## config.mk

```make
export PLATFORM = sky130hd
export DESIGN_NAME = controller_hub
export DESIGN_NICKNAME = d
export VERILOG_FILES = /design/src/rtl/controller_hub_pkg.sv /design/src/rtl/controller_hub_timing.sv /design/src/rtl/controller_hub.sv
export SDC_FILE = /design/constraint.sdc
export NUM_CORES = 1
export LEC_CHECK = 0
export CAP_MARGIN = 15
export CORE_AREA = 2 2 82 84
export DETAILED_ROUTE_END_ITERATION = 16
export DIE_AREA = 0 0 84 86
export HOLD_SLACK_MARGIN = 0.05
export PLACE_DENSITY = 0.72
export RECOVER_POWER = 50
export SLEW_MARGIN = 20
export SYNTH_ARGS = -nofsm -noshare
export SYNTH_HDL_FRONTEND = slang
export SYNTH_SLANG_ARGS = --single-unit
```

## constraint.sdc

```tcl
create_clock -name clk -period 2.2 [get_ports clk]
set_clock_uncertainty 0.1 [all_clocks]
set_input_delay 0.22 -clock clk [delete_from_list [all_inputs] [get_ports clk]]
set_output_delay 0.22 -clock clk [all_outputs]
set_load 0.02 [all_outputs]
```

## src/rtl/controller_hub_pkg.sv

```systemverilog
// Shared types for the mapache64 controller front end: register map
// encoding, register stride and the button vector type.
package mapache64;

    // Each pad occupies one 8-byte window in the register file.
    localparam int CONTROLLER_REG_STRIDE = 8;

    // Widest pad supported; narrower pads leave the upper bits at 0.
    typedef logic [15:0] controller_buttons_t;

    typedef enum logic [2:0] {
        STATE_LO    = 3'd0,
        STATE_HI    = 3'd1,
        PRESSED_LO  = 3'd2,
        PRESSED_HI  = 3'd3,
        RELEASED_LO = 3'd4,
        RELEASED_HI = 3'd5
    } controller_reg_e;

    typedef enum logic [2:0] {
        ST_IDLE,
        ST_LATCH,
        ST_LOW,
        ST_HIGH,
        ST_COMMIT
    } hub_state_e;

endpackage

```

## src/rtl/controller_hub_timing.sv

```systemverilog
// Scan sequencer for the serial pads: latch pulse, shift clock, bit index
// and the strobes telling the parent when to sample pad data and commit.
//
//  state     | meaning
//  ----------+-----------------------------------------------------------
//  ST_IDLE   | waiting for start_fetch; shift clock high, latch low
//  ST_LATCH  | latch high for LATCH_PULSE_WIDTH cycles; bit 0 sampled at exit
//  ST_LOW    | shift clock low for CLK_DIV cycles
//  ST_HIGH   | shift clock high for CLK_DIV cycles; next bit sampled at exit
//  ST_COMMIT | one cycle; parent commits shift data, valid asserted
module controller_hub_timing
    import mapache64::*;
#(
    parameter int BUTTONS           = 8,
    parameter int LATCH_PULSE_WIDTH = 2,
    parameter int CLK_DIV           = 4,
    localparam int BIT_W            = (BUTTONS > 1) ? $clog2(BUTTONS) : 1
) (
    input  logic             clk,
    input  logic             rst_n,
    input  logic             start_fetch,
    output logic             busy,
    output logic             valid,
    output logic             pad_clk,
    output logic             pad_latch,
    output logic             sample,
    output logic [BIT_W-1:0] sample_idx
);

    localparam int CNT_MAX = (LATCH_PULSE_WIDTH > CLK_DIV) ? LATCH_PULSE_WIDTH : CLK_DIV;
    localparam int CNT_W   = (CNT_MAX > 1) ? $clog2(CNT_MAX) : 1;

    localparam logic [CNT_W-1:0] LATCH_LOAD = CNT_W'(LATCH_PULSE_WIDTH - 1);
    localparam logic [CNT_W-1:0] DIV_LOAD   = CNT_W'(CLK_DIV - 1);
    localparam logic [BIT_W-1:0] BIT_LAST   = BIT_W'(BUTTONS - 1);

    hub_state_e       state_q;
    logic [CNT_W-1:0] cnt_q;
    logic [BIT_W-1:0] bit_q;
    logic             cnt_done;

    assign cnt_done = (cnt_q == '0);

    // Sample strobes fire on the last cycle of LATCH and of every HIGH but the final one.
    always_comb begin
        sample     = 1'b0;
        sample_idx = '0;
        if (state_q == ST_LATCH && cnt_done) begin
            sample = 1'b1;
        end else if (state_q == ST_HIGH && cnt_done && bit_q != BIT_LAST) begin
            sample     = 1'b1;
            sample_idx = bit_q + BIT_W'(1);
        end
    end

    // Scan FSM with down-counting phase timer and registered pad outputs.
    always_ff @(posedge clk or negedge rst_n) begin
        if (!rst_n) begin
            state_q   <= ST_IDLE;
            cnt_q     <= '0;
            bit_q     <= '0;
            busy      <= 1'b0;
            valid     <= 1'b0;
            pad_clk   <= 1'b1;
            pad_latch <= 1'b0;
        end else begin
            case (state_q)
                ST_IDLE: begin
                    if (start_fetch) begin
                        state_q   <= ST_LATCH;
                        busy      <= 1'b1;
                        pad_latch <= 1'b1;
                        cnt_q     <= LATCH_LOAD;
                    end
                end
                ST_LATCH: begin
                    if (cnt_done) begin
                        state_q   <= ST_LOW;
                        pad_latch <= 1'b0;
                        pad_clk   <= 1'b0;
                        cnt_q     <= DIV_LOAD;
                        bit_q     <= '0;
                    end else begin
                        cnt_q <= cnt_q - CNT_W'(1);
                    end
                end
                ST_LOW: begin
                    if (cnt_done) begin
                        state_q <= ST_HIGH;
                        pad_clk <= 1'b1;
                        cnt_q   <= DIV_LOAD;
                    end else begin
                        cnt_q <= cnt_q - CNT_W'(1);
                    end
                end
                ST_HIGH: begin
                    if (cnt_done) begin
                        if (bit_q == BIT_LAST) begin
                            state_q <= ST_COMMIT;
                            valid   <= 1'b1;
                        end else begin
                            state_q <= ST_LOW;
                            bit_q   <= bit_q + BIT_W'(1);
                            pad_clk <= 1'b0;
                            cnt_q   <= DIV_LOAD;
                        end
                    end else begin
                        cnt_q <= cnt_q - CNT_W'(1);
                    end
                end
                ST_COMMIT: begin
                    state_q <= ST_IDLE;
                    busy    <= 1'b0;
                    valid   <= 1'b0;
                end
                default: begin
                    state_q   <= ST_IDLE;
                    busy      <= 1'b0;
                    valid     <= 1'b0;
                    pad_clk   <= 1'b1;
                    pad_latch <= 1'b0;
                end
            endcase
        end
    end

endmodule

```

## src/rtl/controller_hub.sv

```systemverilog
// Game-controller front end: scans NUM_CONTROLLERS serial pads on request,
// keeps live STATE and sticky PRESSED bits per pad, and exposes them as a
// byte-wide register file (pad*8 + reg). Define CONTROLLER_HUB_RELEASED_EN
// to add sticky RELEASED bits at regs 4/5; otherwise those read 0x00.
module controller_hub
    import mapache64::*;
#(
    parameter int NUM_CONTROLLERS   = 2,
    parameter int BUTTONS           = 8,
    parameter int LATCH_PULSE_WIDTH = 2,
    parameter int CLK_DIV           = 4
) (
    input  logic                               clk,
    input  logic                               rst_n,
    input  logic                               start_fetch_i,
    output logic                               busy_o,
    output logic                               valid_o,
    output logic                               controller_clk_o,
    output logic                               controller_latch_o,
    input  logic [NUM_CONTROLLERS-1:0]         controller_serial_ni,
    input  logic                               sel_i,
    input  logic                               rd_i,
    input  logic [$clog2(NUM_CONTROLLERS)+2:0] addr_i,
    output logic [7:0]                         data_o
);

    localparam int ADDR_W = $clog2(NUM_CONTROLLERS) + 3;
    localparam int BIT_W  = (BUTTONS > 1) ? $clog2(BUTTONS) : 1;

    logic             sample;
    logic [BIT_W-1:0] sample_idx;
    logic             commit;

    controller_hub_timing #(
        .BUTTONS           (BUTTONS),
        .LATCH_PULSE_WIDTH (LATCH_PULSE_WIDTH),
        .CLK_DIV           (CLK_DIV)
    ) u_timing (
        .clk         (clk),
        .rst_n       (rst_n),
        .start_fetch (start_fetch_i),
        .busy        (busy_o),
        .valid       (valid_o),
        .pad_clk     (controller_clk_o),
        .pad_latch   (controller_latch_o),
        .sample      (sample),
        .sample_idx  (sample_idx)
    );

    // The commit cycle is exactly the cycle valid_o is high.
    assign commit = valid_o;

    controller_buttons_t shift_q   [NUM_CONTROLLERS];
    controller_buttons_t state_q   [NUM_CONTROLLERS];
    controller_buttons_t pressed_q [NUM_CONTROLLERS];
    controller_buttons_t clr_pressed [NUM_CONTROLLERS];
`ifdef CONTROLLER_HUB_RELEASED_EN
    controller_buttons_t released_q  [NUM_CONTROLLERS];
    controller_buttons_t clr_released [NUM_CONTROLLERS];
`endif

    logic [ADDR_W-1:0] pad_sel;
    logic [2:0]        reg_sel;
    logic              pad_ok;
    logic              rd_hit;

    assign pad_sel = addr_i >> $clog2(CONTROLLER_REG_STRIDE);
    assign reg_sel = addr_i[2:0];
    assign pad_ok  = (pad_sel < ADDR_W'(NUM_CONTROLLERS));
    assign rd_hit  = sel_i & rd_i & pad_ok;

    // Read-clear masks: one byte of the addressed pad's sticky register.
    always_comb begin
        for (int k = 0; k < NUM_CONTROLLERS; k++) begin
            clr_pressed[k] = '0;
`ifdef CONTROLLER_HUB_RELEASED_EN
            clr_released[k] = '0;
`endif
            if (rd_hit && pad_sel == ADDR_W'(k)) begin
                if (reg_sel == PRESSED_LO) clr_pressed[k] = 16'h00FF;
                if (reg_sel == PRESSED_HI) clr_pressed[k] = 16'hFF00;
`ifdef CONTROLLER_HUB_RELEASED_EN
                if (reg_sel == RELEASED_LO) clr_released[k] = 16'h00FF;
                if (reg_sel == RELEASED_HI) clr_released[k] = 16'hFF00;
`endif
            end
        end
    end

    // Capture one inverted pad bit per sample strobe into each shift register.
    always_ff @(posedge clk or negedge rst_n) begin
        if (!rst_n) begin
            for (int k = 0; k < NUM_CONTROLLERS; k++) shift_q[k] <= '0;
        end else if (sample) begin
            for (int k = 0; k < NUM_CONTROLLERS; k++)
                shift_q[k][sample_idx] <= ~controller_serial_ni[k];
        end
    end

    // Commit live state and edge bits; new edges are ORed after the clear so set wins.
    always_ff @(posedge clk or negedge rst_n) begin
        if (!rst_n) begin
            for (int k = 0; k < NUM_CONTROLLERS; k++) begin
                state_q[k]   <= '0;
                pressed_q[k] <= '0;
`ifdef CONTROLLER_HUB_RELEASED_EN
                released_q[k] <= '0;
`endif
            end
        end else begin
            for (int k = 0; k < NUM_CONTROLLERS; k++) begin
                if (commit) begin
                    state_q[k]   <= shift_q[k];
                    pressed_q[k] <= (pressed_q[k] & ~clr_pressed[k]) | (shift_q[k] & ~state_q[k]);
`ifdef CONTROLLER_HUB_RELEASED_EN
                    released_q[k] <= (released_q[k] & ~clr_released[k]) | (state_q[k] & ~shift_q[k]);
`endif
                end else begin
                    pressed_q[k] <= pressed_q[k] & ~clr_pressed[k];
`ifdef CONTROLLER_HUB_RELEASED_EN
                    released_q[k] <= released_q[k] & ~clr_released[k];
`endif
                end
            end
        end
    end

    // Combinational read mux; unmapped pads and reserved regs return 0x00.
    always_comb begin
        data_o = 8'h00;
        for (int k = 0; k < NUM_CONTROLLERS; k++) begin
            if (pad_ok && pad_sel == ADDR_W'(k)) begin
                case (reg_sel)
                    STATE_LO:    data_o = state_q[k][7:0];
                    STATE_HI:    data_o = state_q[k][15:8];
                    PRESSED_LO:  data_o = pressed_q[k][7:0];
                    PRESSED_HI:  data_o = pressed_q[k][15:8];
`ifdef CONTROLLER_HUB_RELEASED_EN
                    RELEASED_LO: data_o = released_q[k][7:0];
                    RELEASED_HI: data_o = released_q[k][15:8];
`endif
                    default:     data_o = 8'h00;
                endcase
            end
        end
    end

endmodule

```

# Yosys cells after proc, flatten, opt, wreduce, memory -nomap -nowiden
# Cells that the tools add are included.
# classes
addsub,2
muxes,44
magnitude_cmp,3
bitwise,18
reduce_logical,26
eq_ne,16
# op_table
operator,count
16-bit 2-to-1 mux,5
16-bit bitwise AND,4
16-bit NOT,4
8-bit one-hot mux with 4 select lines,2
16-bit bitwise mux,2
16-bit bitwise OR,2
3-bit 2-to-1 mux,10
8-bit 2-to-1 mux,3
"3-bit by 2-bit == test with 1-bit output, second input constant",4
3-bit one-hot mux with 4 select lines,1
1-bit 2-to-1 mux,10
3-bit AND reduction,3
3-bit OR reduction,3
1-bit logical AND,8
2-bit 2-to-1 mux,4
4-bit AND reduction,2
"3-bit by 1-bit == test with 1-bit output, second input constant",2
"3-bit == test, second input constant",2
3-bit zero test,2
"2-bit by 1-bit inequality test with 1-bit output, second input constant",3
"2-bit inequality test, second input constant",3
"3-bit inequality test, second input constant",2
1-bit NOT,6
2-bit one-hot mux with 3 select lines,1
18 further kinds,21
# totals
output_inout_bits,12
input_bits,11
reg_bits,108
wordCells,122

# Depth between registers and ports, before layout
# depth
depth_word,10
ltp_mapped,7
mapped_depth_nobuf,6

# Cells and area by module
# A second synthesis with hierarchy kept.
# hier_totals
cells_unflattened,330
hier_area_um2,3464.6
# modules_own_cells
mod,cells_per_inst,area_each_um2,instances
controller_hub,264,2805.2,1
controller_hub_timing,66,659.4,1

# Least setup slack after synthesis
# OpenSTA, ideal clock, no wires.
# synth_path
path_kind,register -> register
startpoint,register u_timing.bit_q[0]
endpoint,register shift_q[0] (netlist name)
path_buffers,0
path_slack_ns,0.215
t_arrival_ns,1.808
stages_incl_launch_ff,7
t_required_ns,2.023
period_less_slack_ns,1.985
path_cell_list,dfrtp_1 > ha_1 > ha_1 > or4b_1 > a21oi_2 > nor2_1 > a21oi_1
# synth_between
elab_chain_len,9
word_cells_on_any_way,13
# synth_rtl
element,line,text
from (decl),controller_hub_timing.sv:39,logic [BIT_W-1:0] bit_q;
from (signal assigned),controller_hub_timing.sv:103,bit_q <= bit_q + BIT_W'(1);
branches (longest 9 deep; another with 3-bit by 5-bit < comparator with 1-bit output),n/a,
"to (signal, indexed assignment)",controller_hub.sv:96,shift_q[k][sample_idx] <= ~controller_serial_ni[k];
to (decl),controller_hub.sv:53,controller_buttons_t shift_q [NUM_CONTROLLERS];
# Several ways; the timed one is not identified.
# A chain may end at the register's enable or synchronous reset.

# Worst setup path in the final report
# layout_path
startpoint,input addr_i[2]
endpoint,output data_o[0]
# layout_between
elab_chain_len,4
word_cells_on_any_way,8
# layout_rtl
element,line,text
from (decl),controller_hub.sv:23,"input logic [$clog2(NUM_CONTROLLERS)+2:0] addr_i,"
"3-bit by 2-bit == test with 1-bit output, or another cell as far along",controller_hub.sv:133,case (reg_sel)
8-bit one-hot mux with 4 select lines,controller_hub.sv:133,
8-bit 2-to-1 mux,controller_hub.sv:132,if (pad_ok && pad_sel == ADDR_W'(k)) begin
8-bit 2-to-1 mux (*),controller_hub.sv:132,
to (decl),controller_hub.sv:24,output logic [7:0] data_o
# Mark *: on every way between the ends. The rest lies on a longest branch, timed or not.

==> out/summary.txt <==
Synth cell types: 39
Core Util, Final: 65.2%
Max_cap viols: 0
F_max: 0.479 GHz
Core area: 6280 sq um
Critical path class: in2out
GR Overflow Total: 0
HP Class: reg2reg
Sink Count: 76
Post-synth EDFFs: 0
Via count: 2568
Later-pin clock latency in the skew report: 0.34 ns
Non-Filler Instances: 466
Mean Syn Cell Area: 9.96 sq um
Drc violations: 0
Vias in the first global route: 2575
Mapped Cells: 344
PwrDens: 1200 nW/um^2
Max incr delay on CP: 0.47 ns
H-tree levels: 3
GRT Util Overall: 21.6%
Largest fanout on the critical path: 5
CP cell instances: clkdlybuf4s50_1 -> nand2b_2 -> nor2_1 -> a211oi_1 -> buf_4 -> a311oi_1 -> clkdlybuf4s15_2
Root Driver: clkbuf_8
Fill cells: 515
Worst-Margin Slew: 1.18 ns
Clk slew on worst S/H paths: 0.08 ns
Nets: 398
Vias per Instance: 5.51
Reg area: 1900 sq um
Clock Tree Buf Depth: 2
Asr flop ratio synth: 100%
Synth Warn #: 0
Largest net degree at the start of global routing: 40
Iteration-0 DRC Markers: 176
Sequential-to-total area share from yosys stat: 55.6%
Row count: 29
Die Y-Extent: 86 um
Crit start category: input pin
Worst path bufs/invs: 3
Synth Cell Area: 3420 sq um
Req. time, crit path: 1.88 ns
Slew headroom: 21.1%
Layout area overhead: 19.5%
Peak VDD IR: 0.672 mV
Global-route wire length before repair: 12300 um
Multi-input logic area: 1350 sq um
Initial antenna violation count: 0
Port Buffers: 22
Placement Setup Slack: -0.338 ns
Setup bufs post-CTS: 0
Starting Density: 54.6%
HPWL Detailed: 5030 um
Number of setup violations in the final report: 0
Ys flop type: dfrtp_1
CP arrival: 1.77 ns
CP Capture Type: output pin
CP max stage cell: clkdlybuf4s50_1
Fin. max-slew vios: 0
CP top delay family: buffers and inverters
Cells after DPL: 449
Number of CTS-inserted buffers: 9
Detailed Routing Iterations Pass 1: 5
TNS Setup: 0 ns
Hold Violations, Final: 0
Final min period: 2.09 ns
Gpl congestion: 0.790
Die width: 84 um
Ports: 23
Total Wirelength: 7070 um
Unrepaired setup endpoints after global routing: no
Avg WL per Cell: 15.2 um
Crit share post-route: 94.9%
Share of layout cells above drive strength 1: 12.3%
Status: completed
Min setup slack post-route: 0.112 ns
Syn Nets: 358
Die area: 7220 sq um
CTS tree: done
Antenna-violating nets left: 0
Flops & latches, synth: 76
Leakage: 0.00193 uW
# diodes: 0
timing repair:
| item | 4_1_cts | 5_1_grt |
|---|---|---|
| hold endpoints to repair | 38 | 0 |
| hold buffers | 1 | 0 |
| pin swaps | 0 | 0 |
| endpoints found under the setup margin | 8 | 9 |
| gates resized for setup | 19 | 5 |
layout by cell type (no fill, tap or decap), types with 2 or more instances in the layout:
cell type / count
a221oi_1: 4
o2bb2ai_1: 16
o21ai_1: 2
a31oi_1: 2
nor2_1: 16
mux2i_1: 12
clkdlybuf4s15_2: 3
dfrtp_1: 75
nor3_1: 6
clkbuf_1: 2
nand2b_1: 4
and2b_1: 2
a311oi_1: 5
a22o_1: 2
o31ai_1: 2
and2_1: 11
a22oi_1: 3
o21ai_0: 36
inv_1: 31
dlygate4sd2_1: 4
clkdlybuf4s50_1: 11
dlymetal6s2s_1: 2
nand4_1: 4
a21oi_1: 7
a211oi_1: 9
buf_4: 19
nand2_1: 53
clkbuf_8: 12
ha_1: 3
nor2b_1: 8
power breakdown:
part	switching, uW	internal, uW
clock	495	618
sequential	333	1920
combinational	889	668
metrics by stage:
step	hold WS [ns]	total power [uW]	instance area [sq um]
2_1_floorplan	-0.176	3280	3420
3_3_place_gp	0.129	3740	3860
3_5_place_dp	0.132	3810	3860
4_1_cts	0.305	4940	4080
5_1_grt	0.354	5310	4090
6_report	0.333	4920	4090
synthesized netlist by cell type (all sizes together), types with 4 or more instances:
master	number	area (sq um)
clkbuf	11	41.3
a21oi	8	43.8
a211oi	9	67.6
mux2i	12	120
nand2	53	199
o2bb2ai	16	140
nand4	4	25.0
nor2b	8	50.1
inv	31	116
nand2b	5	33.8
buf	6	32.5
and2	11	68.8
a311oi	6	52.6
nor2	16	60.1
o21ai	38	190
nor3	6	30.0
a221oi	4	35.0
dfrtp	75	1880
sequential cells by signal (all words and copies together) (netlist names):
register,count
u_timing.bit_q,3
state_q,16
pressed_q,32
u_timing.state_q,3
u_timing.cnt_q,2
u_timing.valid,1
u_timing.pad_clk,1
shift_q,16
u_timing.busy,1
u_timing.pad_latch,1
logic make-up after synthesis:
| family | share of synthesized area [%] |
|---|---|
| AND/OR/NAND/NOR | 16.0 |
| AO/OA/AOI/OAI | 18.3 |
| flip-flops | 55.6 |
| buffers and inverters | 5.55 |
| multiplexers | 3.51 |
| adder cells (fa/ha/maj) | 1.10 |
worst reg2reg max path: cells and delay by family (launching register included):
kind / cells / cell delay [ns]
flip-flops: 1 / 0.40
AO/OA/AOI/OAI: 1 / 0.06
adder cells (fa/ha/maj): 2 / 0.44
AND/OR/NAND/NOR: 3 / 0.89
worst paths after layout:
check	startpoint	end	slack, ns	cells after the start
min in group asynchronous	rst_n	pressed_q[13]	0.47	2
min	state_q[17]	pressed_q[17]	0.33	1
max in group asynchronous	rst_n	u_timing.pad_clk	0.37	3
max reg2reg	u_timing.bit_q[1]	shift_q[5]	0.20	6
min reg2reg	state_q[17]	pressed_q[17]	0.33	1
max	addr_i[2]	data_o[0]	0.11	7
layout make-up:
type                       instances  area share (%)
sequential                        76            46.5
multi-input combinational        220            33.0
timing repair buffer              46            10.1
clock buffer                      13            4.13
inverter                          31            2.84
tap                               77            2.35
clock inverter                     3            1.07
per-layer routing:
layer | GRT usage, % | up-vias | share of wire, % | wire (um)
met5 | 0 | - | 0 | 0
met4 | 7.77 | 0 | 1.9 | 133
met3 | 4.52 | 12 | 2.6 | 187
met2 | 34.5 | 37 | 47 | 3290
met1 | 29.6 | 1239 | 49 | 3460
li1 | - | 1280 | - | -
(Power assumes the default switching activity.)
